File: src/rtl/usb_cdc_serial_state_notify.sv
// -----------------------------------------------------------------------------
// usb_cdc_serial_state_notify
//
// Device-to-host half of the CDC-ACM control path. Collects UART line levels
// and one-shot error/ring/break events, and streams a 10-byte SERIAL_STATE
// notification (A1 20 0000 wIndex 0002 + 2-byte UART state) out of the
// interrupt-IN endpoint. While nothing is pending the cork output stays high
// so the USB controller NAKs the endpoint.
//
// Ports:
//   PHY_CLKOUT       clock
//   RESET_IN         asynchronous, active-high reset
//   uart_en_i        DTR/enable; new notifications are only raised while high
//   dcd_i, dsr_i     line levels (bRxCarrier bit0, bTxCarrier bit1)
//   brk_evt_i .. ovr_evt_i   one-cycle event pulses (bits 2..6)
//   endpt_sel        endpoint currently addressed by the USB controller
//   usb_txact        controller IN transaction active
//   usb_txpop        controller consumed the current byte
//   usb_txdat_len_o  fixed packet length (10)
//   notify_dat_o     byte currently offered to the controller
//   notify_cork_o    1 = nothing to send
//   notify_busy_o    1 = snapshot armed or transfer in progress
// -----------------------------------------------------------------------------
module usb_cdc_serial_state_notify #(
  parameter logic [3:0]  ENDPT_NOTIFY  = 4'h2,
  parameter logic [15:0] INTERFACE_NUM = 16'h0
) (
  input  logic        PHY_CLKOUT,
  input  logic        RESET_IN,
  input  logic        uart_en_i,
  input  logic        dcd_i,
  input  logic        dsr_i,
  input  logic        brk_evt_i,
  input  logic        ring_evt_i,
  input  logic        frm_err_evt_i,
  input  logic        par_err_evt_i,
  input  logic        ovr_evt_i,
  input  logic [3:0]  endpt_sel,
  input  logic        usb_txact,
  input  logic        usb_txpop,
  output logic [11:0] usb_txdat_len_o,
  output logic [7:0]  notify_dat_o,
  output logic        notify_cork_o,
  output logic        notify_busy_o
);

  typedef enum logic [1:0] {IDLE, ARMED, SEND, DONE} state_t;

  state_t      state_q, state_d;
  logic [7:0]  dat_q, dat_d;
  logic        cork_q, cork_d;
  logic        busy_q, busy_d;
  logic [6:2]  pending_q, pending_d;
  logic        last_dcd_q, last_dcd_d;
  logic        last_dsr_q, last_dsr_d;
  logic [3:0]  byte_idx_q, byte_idx_d;
  logic [6:0]  snap_q, snap_d;

  logic [6:2]  evt_vec;
  logic        ep_match;
  logic        pop;
  logic        trigger;

  // Only the low 7 bits of the UART state word can ever be set, so the
  // snapshot keeps just those; the high byte of the word is always zero.
  function automatic logic [7:0] byte_at(input logic [3:0] idx, input logic [6:0] snap);
    logic [7:0] b;
    b = 8'h00;
    case (idx)
      4'd0:    b = 8'hA1;
      4'd1:    b = 8'h20;
      4'd4:    b = INTERFACE_NUM[7:0];
      4'd5:    b = INTERFACE_NUM[15:8];
      4'd6:    b = 8'h02;
      4'd8:    b = {1'b0, snap};
      default: b = 8'h00;
    endcase
    return b;
  endfunction

  assign evt_vec  = {ovr_evt_i, par_err_evt_i, frm_err_evt_i, ring_evt_i, brk_evt_i};
  assign ep_match = usb_txact & (endpt_sel == ENDPT_NOTIFY);
  assign pop      = ep_match & usb_txpop;

  // A notification is due when any event is latched or either level differs
  // from what the host was last told.
  assign trigger = uart_en_i & ((|pending_q) | (dcd_i != last_dcd_q) | (dsr_i != last_dsr_q));

  // State and datapath registers; reset returns everything to the idle,
  // corked condition immediately, dropping any transfer in flight.
  always_ff @(posedge PHY_CLKOUT or posedge RESET_IN) begin
    if (RESET_IN) begin
      state_q    <= IDLE;
      dat_q      <= 8'h00;
      cork_q     <= 1'b1;
      busy_q     <= 1'b0;
      pending_q  <= '0;
      last_dcd_q <= 1'b0;
      last_dsr_q <= 1'b0;
      byte_idx_q <= 4'd0;
      snap_q     <= '0;
    end else begin
      state_q    <= state_d;
      dat_q      <= dat_d;
      cork_q     <= cork_d;
      busy_q     <= busy_d;
      pending_q  <= pending_d;
      last_dcd_q <= last_dcd_d;
      last_dsr_q <= last_dsr_d;
      byte_idx_q <= byte_idx_d;
      snap_q     <= snap_d;
    end
  end

  // Next-state logic. An aborted or short IN transaction sends us back to
  // ARMED with the same snapshot so the host can simply retry.
  always_comb begin
    state_d = state_q;
    case (state_q)
      IDLE:  if (trigger) state_d = ARMED;
      ARMED: begin
        if (!uart_en_i)    state_d = IDLE;
        else if (ep_match) state_d = SEND;
      end
      SEND: begin
        if (!usb_txact)                    state_d = ARMED;
        else if (pop && byte_idx_q == 4'd9) state_d = DONE;
      end
      DONE:  if (!usb_txact) state_d = IDLE;
      default: state_d = IDLE;
    endcase
  end

  // Datapath and registered outputs. Pending bits captured into a snapshot
  // are cleared, but an event arriving on the capture cycle is OR'd back in
  // afterwards so it survives for the next notification.
  always_comb begin
    dat_d      = dat_q;
    cork_d     = cork_q;
    busy_d     = busy_q;
    last_dcd_d = last_dcd_q;
    last_dsr_d = last_dsr_q;
    byte_idx_d = byte_idx_q;
    snap_d     = snap_q;
    pending_d  = pending_q | evt_vec;

    case (state_q)
      IDLE: begin
        if (trigger) begin
          snap_d     = {pending_q, dsr_i, dcd_i};
          pending_d  = evt_vec;
          dat_d      = 8'hA1;
          byte_idx_d = 4'd0;
          cork_d     = 1'b0;
          busy_d     = 1'b1;
        end
      end
      ARMED: begin
        if (!uart_en_i) begin
          cork_d = 1'b1;
          busy_d = 1'b0;
        end
      end
      SEND: begin
        if (!usb_txact) begin
          byte_idx_d = 4'd0;
          dat_d      = 8'hA1;
        end else if (pop) begin
          if (byte_idx_q == 4'd9) begin
            byte_idx_d = 4'd10;
            cork_d     = 1'b1;
          end else begin
            byte_idx_d = byte_idx_q + 4'd1;
            dat_d      = byte_at(byte_idx_q + 4'd1, snap_q);
          end
        end
      end
      DONE: begin
        // Levels are committed only once the host has the whole packet, so
        // any change seen during the transfer re-triggers afterwards.
        if (!usb_txact) begin
          last_dcd_d = snap_q[0];
          last_dsr_d = snap_q[1];
          busy_d     = 1'b0;
        end
      end
      default: ;
    endcase
  end

  assign usb_txdat_len_o = 12'd10;
  assign notify_dat_o    = dat_q;
  assign notify_cork_o   = cork_q;
  assign notify_busy_o   = busy_q;

endmodule
File: config.mk
export PLATFORM = sky130hd
export DESIGN_NAME = usb_cdc_serial_state_notify
export DESIGN_NICKNAME = d
export VERILOG_FILES = /design/src/rtl/usb_cdc_serial_state_notify.sv
export SDC_FILE = /design/constraint.sdc
export NUM_CORES = 1
export LEC_CHECK = 0
export ABC_CLOCK_PERIOD_IN_PS = 2700
export CAP_MARGIN = 20
export CORE_ASPECT_RATIO = 1.1
export CORE_UTILIZATION = 50
export CTS_CLUSTER_DIAMETER = 150
export DETAILED_ROUTE_END_ITERATION = 8
export PLACE_DENSITY = 0.85
export SETUP_SLACK_MARGIN = 0.1
export SLEW_MARGIN = 20
export SYNTH_ARGS = -nofsm -noshare
export SYNTH_HDL_FRONTEND = slang
export SYNTH_SLANG_ARGS = --single-unit
export TNS_END_PERCENT = 1
File: constraint.sdc
create_clock -name PHY_CLKOUT -period 2.7 [get_ports PHY_CLKOUT]
set_input_delay 0.27 -clock PHY_CLKOUT [delete_from_list [all_inputs] [get_ports PHY_CLKOUT]]
set_output_delay 0.27 -clock PHY_CLKOUT [all_outputs]
set_load 0.1 [all_outputs]
## Word-level counts from Yosys, hierarchy flattened

Cells that the tools add are included.

- Input bits: 16
- Output and inout bits: 22
- Logic and storage cells: 81
- Flip-flop bits (word level): 30

- Add/sub/neg operators: 1
- Bitwise operators: 7
- Muxes and demuxes: 30
- Eq/ne operators: 20
- Reduce and logical (&&, ||, !) cells: 14

Operators by type and width:

| operator | number |
|---|---|
| two-way mux 8 bit | 4 |
| one-hot mux 8 bit (4 select lines) | 1 |
| two-way mux 4 bit | 4 |
| one-hot mux 8 bit (2 select lines) | 1 |
| two-way mux 2 bit | 6 |
| != test 2 bit, second input constant | 6 |
| != test 3 bit, second input constant | 4 |
| AND reduction 4 bit | 3 |
| two-way mux 5 bit | 2 |
| == test 4 bit, second input constant | 2 |
| two-way mux 1 bit | 8 |
| one-hot mux 2 bit (4 select lines) | 1 |
| one-hot mux 4 bit (2 select lines) | 1 |
| one-hot mux 1 bit (3 select lines) | 2 |
| AND reduction 6 bit | 1 |
| nonzero test 3 bit | 2 |
| OR 5 bit | 1 |
| OR reduction 5 bit | 1 |
| adder 4 x 1 -> 4 bit, second input constant | 1 |
| == test 2 bit, second input constant | 2 |
| == test 4 x 1 -> 1 bit, second input constant | 1 |
| == test 4 x 2 -> 1 bit, second input constant | 1 |
| == test 4 x 3 -> 1 bit, second input constant | 1 |
| logical NOT 4 bit | 1 |
| 10 further kinds | 15 |

## Longest topological paths before layout

Gate-level depths: netlist of the first run.

- Word-level depth: 7
- Mapped depth: 7
- Depth with buffers taken out: 7

## Worst setup path before layout of the first run

OpenSTA, ideal clock, no wires.

- Path type: register to register
- Start point: reg state_q[0]
- End point: reg dat_q[5] (netlist: notify_dat_o[5])
- Period minus slack after synthesis: 2030 ps
- Buffers on the path: 0
- Arrival time: 1904 ps
- Data required time: 2574 ps
- Setup time: 126 ps
- Slack: 670 ps
- Stages on the path, launching flop included: 8
- Cell sequence: dfrtp_1 inv_1 ha_1 nor3b_1 a41o_2 or2_4 a31oi_4 mux2_4

- Longest elaborated chain between the ends: 3
- Elaborated cells between the ends (all ways): 8
- Classes of those cells: eq/ne (4); mux (1); reduce/logical (3)

RTL lines:

| item | RTL line | source |
|---|---|---|
| start: declaration | 49 | `state_t state_q, state_d;` |
| start signal: assignment | 103 | `state_q <= state_d;` |
| == test 2 bit / logical NOT 2 bit (equally long branches) | 147 | `case (state_q)` |
| != test 3 bit (no line) (tied with other cells) | -- |  |
| AND reduction 4 bit (no line) | -- |  |
| end signal: assignment | 104 | `dat_q <= dat_d;` |
| end: declaration | 50 | `logic [7:0] dat_q, dat_d;` |

Several ways; a longest one is shown, not always the timed one.
A chain may end at the register's enable or synchronous reset.

## Final worst setup path of the first run

Same ends and word-level chain as after synthesis.

==> metrics.txt, run 1 <==
TritonRoute pass-1 iters 8; Final Hold Fails 0; endpoint class of the critical path flip-flop; clk sinks 30; XOR/XNOR Fraction of Synth Area 2.09%; critical path class reg2reg; power density over the cells 958 nW/um^2; DRC errors left 2; total CTS buffers 5; routability cong. 0.870; total gr overflow 0; IO Count 38; Main synth FF type dfrtp_1; status finished, violations left; largest area contributor in the netlist dfrtp_1; initial antenna violation count 0; GRT Overall Usage 20.0%; number of diodes 0; vias in the first global route 1166; # resized after CTS 0; core area 3130 um^2; via/cell ratio 5.48; Post-Syn Area 1680 um^2; mux contribution to synthesized area 10.1%; Synth Area in Compound Gates 14.0%; # setup viols final 0; TritonCTS clock tree built; Final ANT Viol Nets 0; fraction of the mapped netlist area in simple logic gates 13.9%; Synth cell types 43; syn_area_per_cell 10.6 um^2; Tmin final 2.24 ns; hold_buf cts 0; synth warn 0; Worst slew margin 66.1%; worst clock skew 0.00980 ns; Leak 0.856 nW; crit path DAT 2.47 ns; postcts setup bufs 0; #FFs+latches synth 30; share of cells above drive strength 1 21.4%; DP HPWL 2.35 mm; hold crit path type in2async; CP max FO 8; Die Y 62.7 um; critical path launch point type flip-flop; Row Count 21; Max IR drop VDD 0.990 mV; Post-Synth Adder-Cell Area 5.97%; Skew-Pair Late Insertion Delay 0.34 ns; share of the synthesized area in the top cell type 43.3%; f_max 0.447 GHz; average wire per standard cell 14.4 um; clock slew at reported path FFs 0.10 ns; DP Area 1890 um^2; max-slew violations 0; asr flop ratio synth 100%; post-route design area 2000 um^2; Tightest Pin Transition 0.507 ns; nets@finish 210; die width 57.2 um; clk buf depth 2; starting DRC count in detailed routing 60; die area 3590 um^2; synth top area cells dfrtp_1 (43%), mux2_2 (6.7%), ha_1 (6.0%); largest net degree at the start of global routing 31; Synth Instances 158; share of the yosys chip area belonging to registers 44.9%; CTS root buffer clkbuf_4; main combinational cell family by area after synthesis compound AO/OA/AOI/OAI gates; CTS HTree Levels 2; PortBufs 25; initial core utilization 53.6%; commonest non-fill, non-tap cells in the layout dfrtp_1 (29), clkdlybuf4s50_1 (15), conb_1 (12), buf_4 (12); RSZ-0062 raised after global routing false; failing checks DRC; Syn-to-layout area delta 19.3%; global-route wire length before repair 5.29 mm; via count 1212; commonest non-fill, non-tap cell in the layout dfrtp_1; WP data required 2.93 ns; WL final 3.18 mm; period utilization 82.9%; Max Cap Viol 0; Setup TNS 0 ns; Post-synth EDFFs 0
## path summary, 6_finish.rpt
kind	slack, ns	from	to	cells after the start
setup / recovery	0.46	state_q[0]	notify_dat_o[5]	7
hold / removal	0.29	RESET_IN	byte_idx_q[2]	3
setup reg to reg	0.46	state_q[0]	notify_dat_o[5]	7
hold reg to reg	0.52	snap_q[4]	snap_q[4]	1
max in group asynchronous	2.09	RESET_IN	notify_cork_o	3
min in group PHY_CLKOUT	0.50	par_err_evt_i	pending_q[5]	2
## synth_stat cells (2+ instances only)
cell type,number
buf_2,3
a21oi_1,7
mux2i_1,3
o22a_1,2
o21ai_1,2
nor2b_1,2
nor2_1,9
dfrtp_1,29
ha_1,8
nand4_1,3
xor2_1,2
o41ai_1,2
conb_1,2
a21o_1,6
o22ai_1,3
xnor2_1,2
buf_4,12
mux2_2,10
nand3_1,4
nand2_1,7
nor3_1,3
inv_1,10
nand2b_1,3
o21ai_0,5
## power breakdown
group / switching, W / leakage (nW) / internal, W / total (W)
registers: 0.0000875 / 0.346 / 0.000574 / 0.000662
logic: 0.000482 / 0.452 / 0.000294 / 0.000776
clock network: 0.000164 / 0.0585 / 0.000314 / 0.000477
total: 0.000733 / 0.856 / 0.00118 / 0.00191
## stage by stage
step	cells	utilization, %	total power [W]	setup slack [ns]	hold slack, ns
floorplan	168	-	0.00129	0.670	0.360
global placement	213	60.4	0.00140	0.561	0.483
global route	221	63.9	0.00200	0.382	0.303
CTS	221	63.9	0.00192	0.463	0.293
finish	221	63.9	0.00191	0.462	0.289
detailed placement	213	60.4	0.00144	0.493	0.496
## layout make-up
type	count	area, um^2
inverter	10	37.5
sequential	30	752
tap	34	42.5
multi-input combinational	112	816
fill	235	1130
clock buffer	6	51.3
clock inverter	2	60.1
timing repair buffer	27	240
## registers in the layout, summed over array words and instances, names as in the netlist
| register | flops |
|---|---|
| byte_idx_q | 4 |
| notify_cork_o | 1 |
| last_dcd_q | 1 |
| state_q | 2 |
| pending_q | 5 |
| snap_q | 7 |
| last_dsr_q | 1 |
| notify_busy_o | 1 |
| notify_dat_o | 8 |
## logic make-up after synthesis
kind of cell             after synthesis
AO/OA/AOI/OAI                         32
XOR/XNOR                               4
adder cells (fa/ha/maj)                8
buffers and inverters                 26
flip-flops                            30
multiplexers                          15
other                                  2
AND/OR/NAND/NOR                       41
## worst max-delay path: stages, from the launching register on
cell and delay [ns]:
dfrtp_1 0.41, inv_1 0.10, ha_1 0.27, nor3b_1 0.16, a41o_2 0.31, or2_4 0.27, a31oi_4 0.28, mux2_4 0.33
## routing by layer
metal  global-route usage, %  part of all wire, %  wire [um]
met2                    32.5                   52       1650
met5                       0                    0          0
met3                    6.63                  5.5        175
met4                    8.84                  1.2         37
met1                    23.9                   41       1310
Power figures use the tool's default switching activity.
==> run 2, diff against run 1 <==
--- a/config.mk
+++ b/config.mk
@@ -5,13 +5,13 @@
 export SDC_FILE = /design/constraint.sdc
 export NUM_CORES = 1
 export LEC_CHECK = 0
-export ABC_CLOCK_PERIOD_IN_PS = 2700
+export ABC_CLOCK_PERIOD_IN_PS = 1900
 export CAP_MARGIN = 20
 export CORE_ASPECT_RATIO = 1.1
-export CORE_UTILIZATION = 50
+export CORE_UTILIZATION = 45
 export CTS_CLUSTER_DIAMETER = 150
 export DETAILED_ROUTE_END_ITERATION = 8
-export PLACE_DENSITY = 0.85
+export PLACE_DENSITY = 0.81
 export SETUP_SLACK_MARGIN = 0.1
 export SLEW_MARGIN = 20
 export SYNTH_ARGS = -nofsm -noshare
==> constraint.sdc (replaced) <==
create_clock -name PHY_CLKOUT -period 1.9 [get_ports PHY_CLKOUT]
set_input_delay 0.19 -clock PHY_CLKOUT [delete_from_list [all_inputs] [get_ports PHY_CLKOUT]]
set_output_delay 0.19 -clock PHY_CLKOUT [all_outputs]
set_load 0.1 [all_outputs]
==> metrics.txt, run 2 (synthesized netlist as in run 1, its figures left out) <==
clk sinks 30; Max Cap Viol 0; initial core utilization 48.7%; WP data required 2.12 ns; f_max 0.535 GHz; RSZ-0062 raised after global routing true; worst clock skew 0.00478 ns; die area 3970 um^2; critical path class reg2reg; hold crit path type in2async; Final ANT Viol Nets 0; Die Y 66.0 um; Tightest Pin Transition 0.512 ns; nets@finish 229; via count 1280; GRT Overall Usage 19.9%; max-slew violations 0; Tmin final 1.87 ns; via/cell ratio 5.06; total gr overflow 0; endpoint class of the critical path flip-flop; Row Count 22; die width 60.2 um; share of cells above drive strength 1 34.1%; TritonRoute pass-1 iters 4; average wire per standard cell 13.8 um; Skew-Pair Late Insertion Delay 0.32 ns; fillers 281; clk buf depth 2; commonest non-fill, non-tap cells in the layout buf_4 (30), dfrtp_1 (29), clkdlybuf4s50_1 (15), conb_1 (12), mux2_2 (9); crit path DAT 2.09 ns; PortBufs 25; WL final 3.49 mm; vias in the first global route 1270; Syn-to-layout area delta 29.6%; Core Util, Final 63.1%; largest net degree at the start of global routing 31; power density over the cells 1270 nW/um^2; flop-to-flop setup slack 0.03 ns; Max IR drop VDD 0.984 mV; critical path launch point type flip-flop; Pwr Total 0.00275 W; core area 3440 um^2; period utilization 98.5%; status complete, no violations; Setup TNS 0 ns; DP Area 2030 um^2; TritonCTS clock tree built; CP max FO 4; initial antenna violation count 0; commonest non-fill, non-tap cell in the layout buf_4; Leak 0.931 nW; max reg flops 8; clock slew at reported path FFs 0.09 ns; post-route design area 2170 um^2; DRC errors left 0; CTS root buffer clkbuf_4; hold_buf cts 0; global-route wire length before repair 5.83 mm; Worst slew margin 65.7%; total CTS buffers 5; Hold WS 0.247 ns; DP HPWL 2.52 mm; IO Count 38; number of diodes 0; routability cong. 0.864; # setup viols final 0; CTS HTree Levels 2; Final Hold Fails 0; starting DRC count in detailed routing 88
run 2: final cells by class:
| class | count | area (um^2) | share of cell area, % |
|---|---|---|---|
| Timing Repair Buffer | 46 | 387 | 17.8 |
| Tap cell | 48 | 60.1 | 2.76 |
| Multi-Input combinational cell | 112 | 891 | 41.0 |
| Sequential cell | 30 | 752 | 34.6 |
| Clock buffer | 7 | 45.0 | 2.07 |
| Inverter | 10 | 37.5 | 1.73 |
run 2: path summary, 6_finish.rpt:
kind	end	cells past startpoint	start
worst min-delay path	notify_dat_o[1]	3	RESET_IN
min in group PHY_CLKOUT	pending_q[6]	2	ovr_evt_i
max in group asynchronous	notify_cork_o	3	RESET_IN
worst max register to register	notify_dat_o[5]	7	state_q[1]
worst min register to register	pending_q[6]	1	pending_q[6]
worst max-delay path	notify_dat_o[5]	7	state_q[1]
run 2: per-layer routing:
metal,wire (um),up-vias,track usage [%]
met5,0,-,0
met4,110,0,9.01
met3,175,14,5.87
met2,1670,44,30.6
met1,1530,598,25.4
li1,-,624,-
run 2: metrics by stage:
stage / instances / setup WS (ns)
6_report: 253 / 0.0292
5_1_grt: 253 / -0.0253
4_1_cts: 252 / -0.0204
3_5_place_dp: 243 / -0.168
3_3_place_gp: 243 / -0.121
2_1_floorplan: 168 / -0.0376
run 2: worst max-delay path: stages, from the launching register on:
cell and delay (ns):
dfrtp_1 0.38, inv_2 0.06, ha_4 0.17, nor3b_1 0.13, a41o_2 0.28, or2_4 0.25, a31oi_4 0.18, mux2_4 0.31
run 2: where the power goes:
| group | switching [W] | total [W] | internal, W |
|---|---|---|---|
| Combinational | 0.000810 | 0.00148 | 0.000669 |
| Clock | 0.000204 | 0.000343 | 0.000139 |
| Sequential | 0.000114 | 0.000930 | 0.000816 |
| Total | 0.00113 | 0.00275 | 0.00162 |
run 2: repair_timing:
action | 4_1_cts | 5_1_grt
pin swaps | 3 | 4
buffers inserted | 2 | 1
endpoints found under the setup margin | 14 | 15
gates resized for setup | 8 | 11
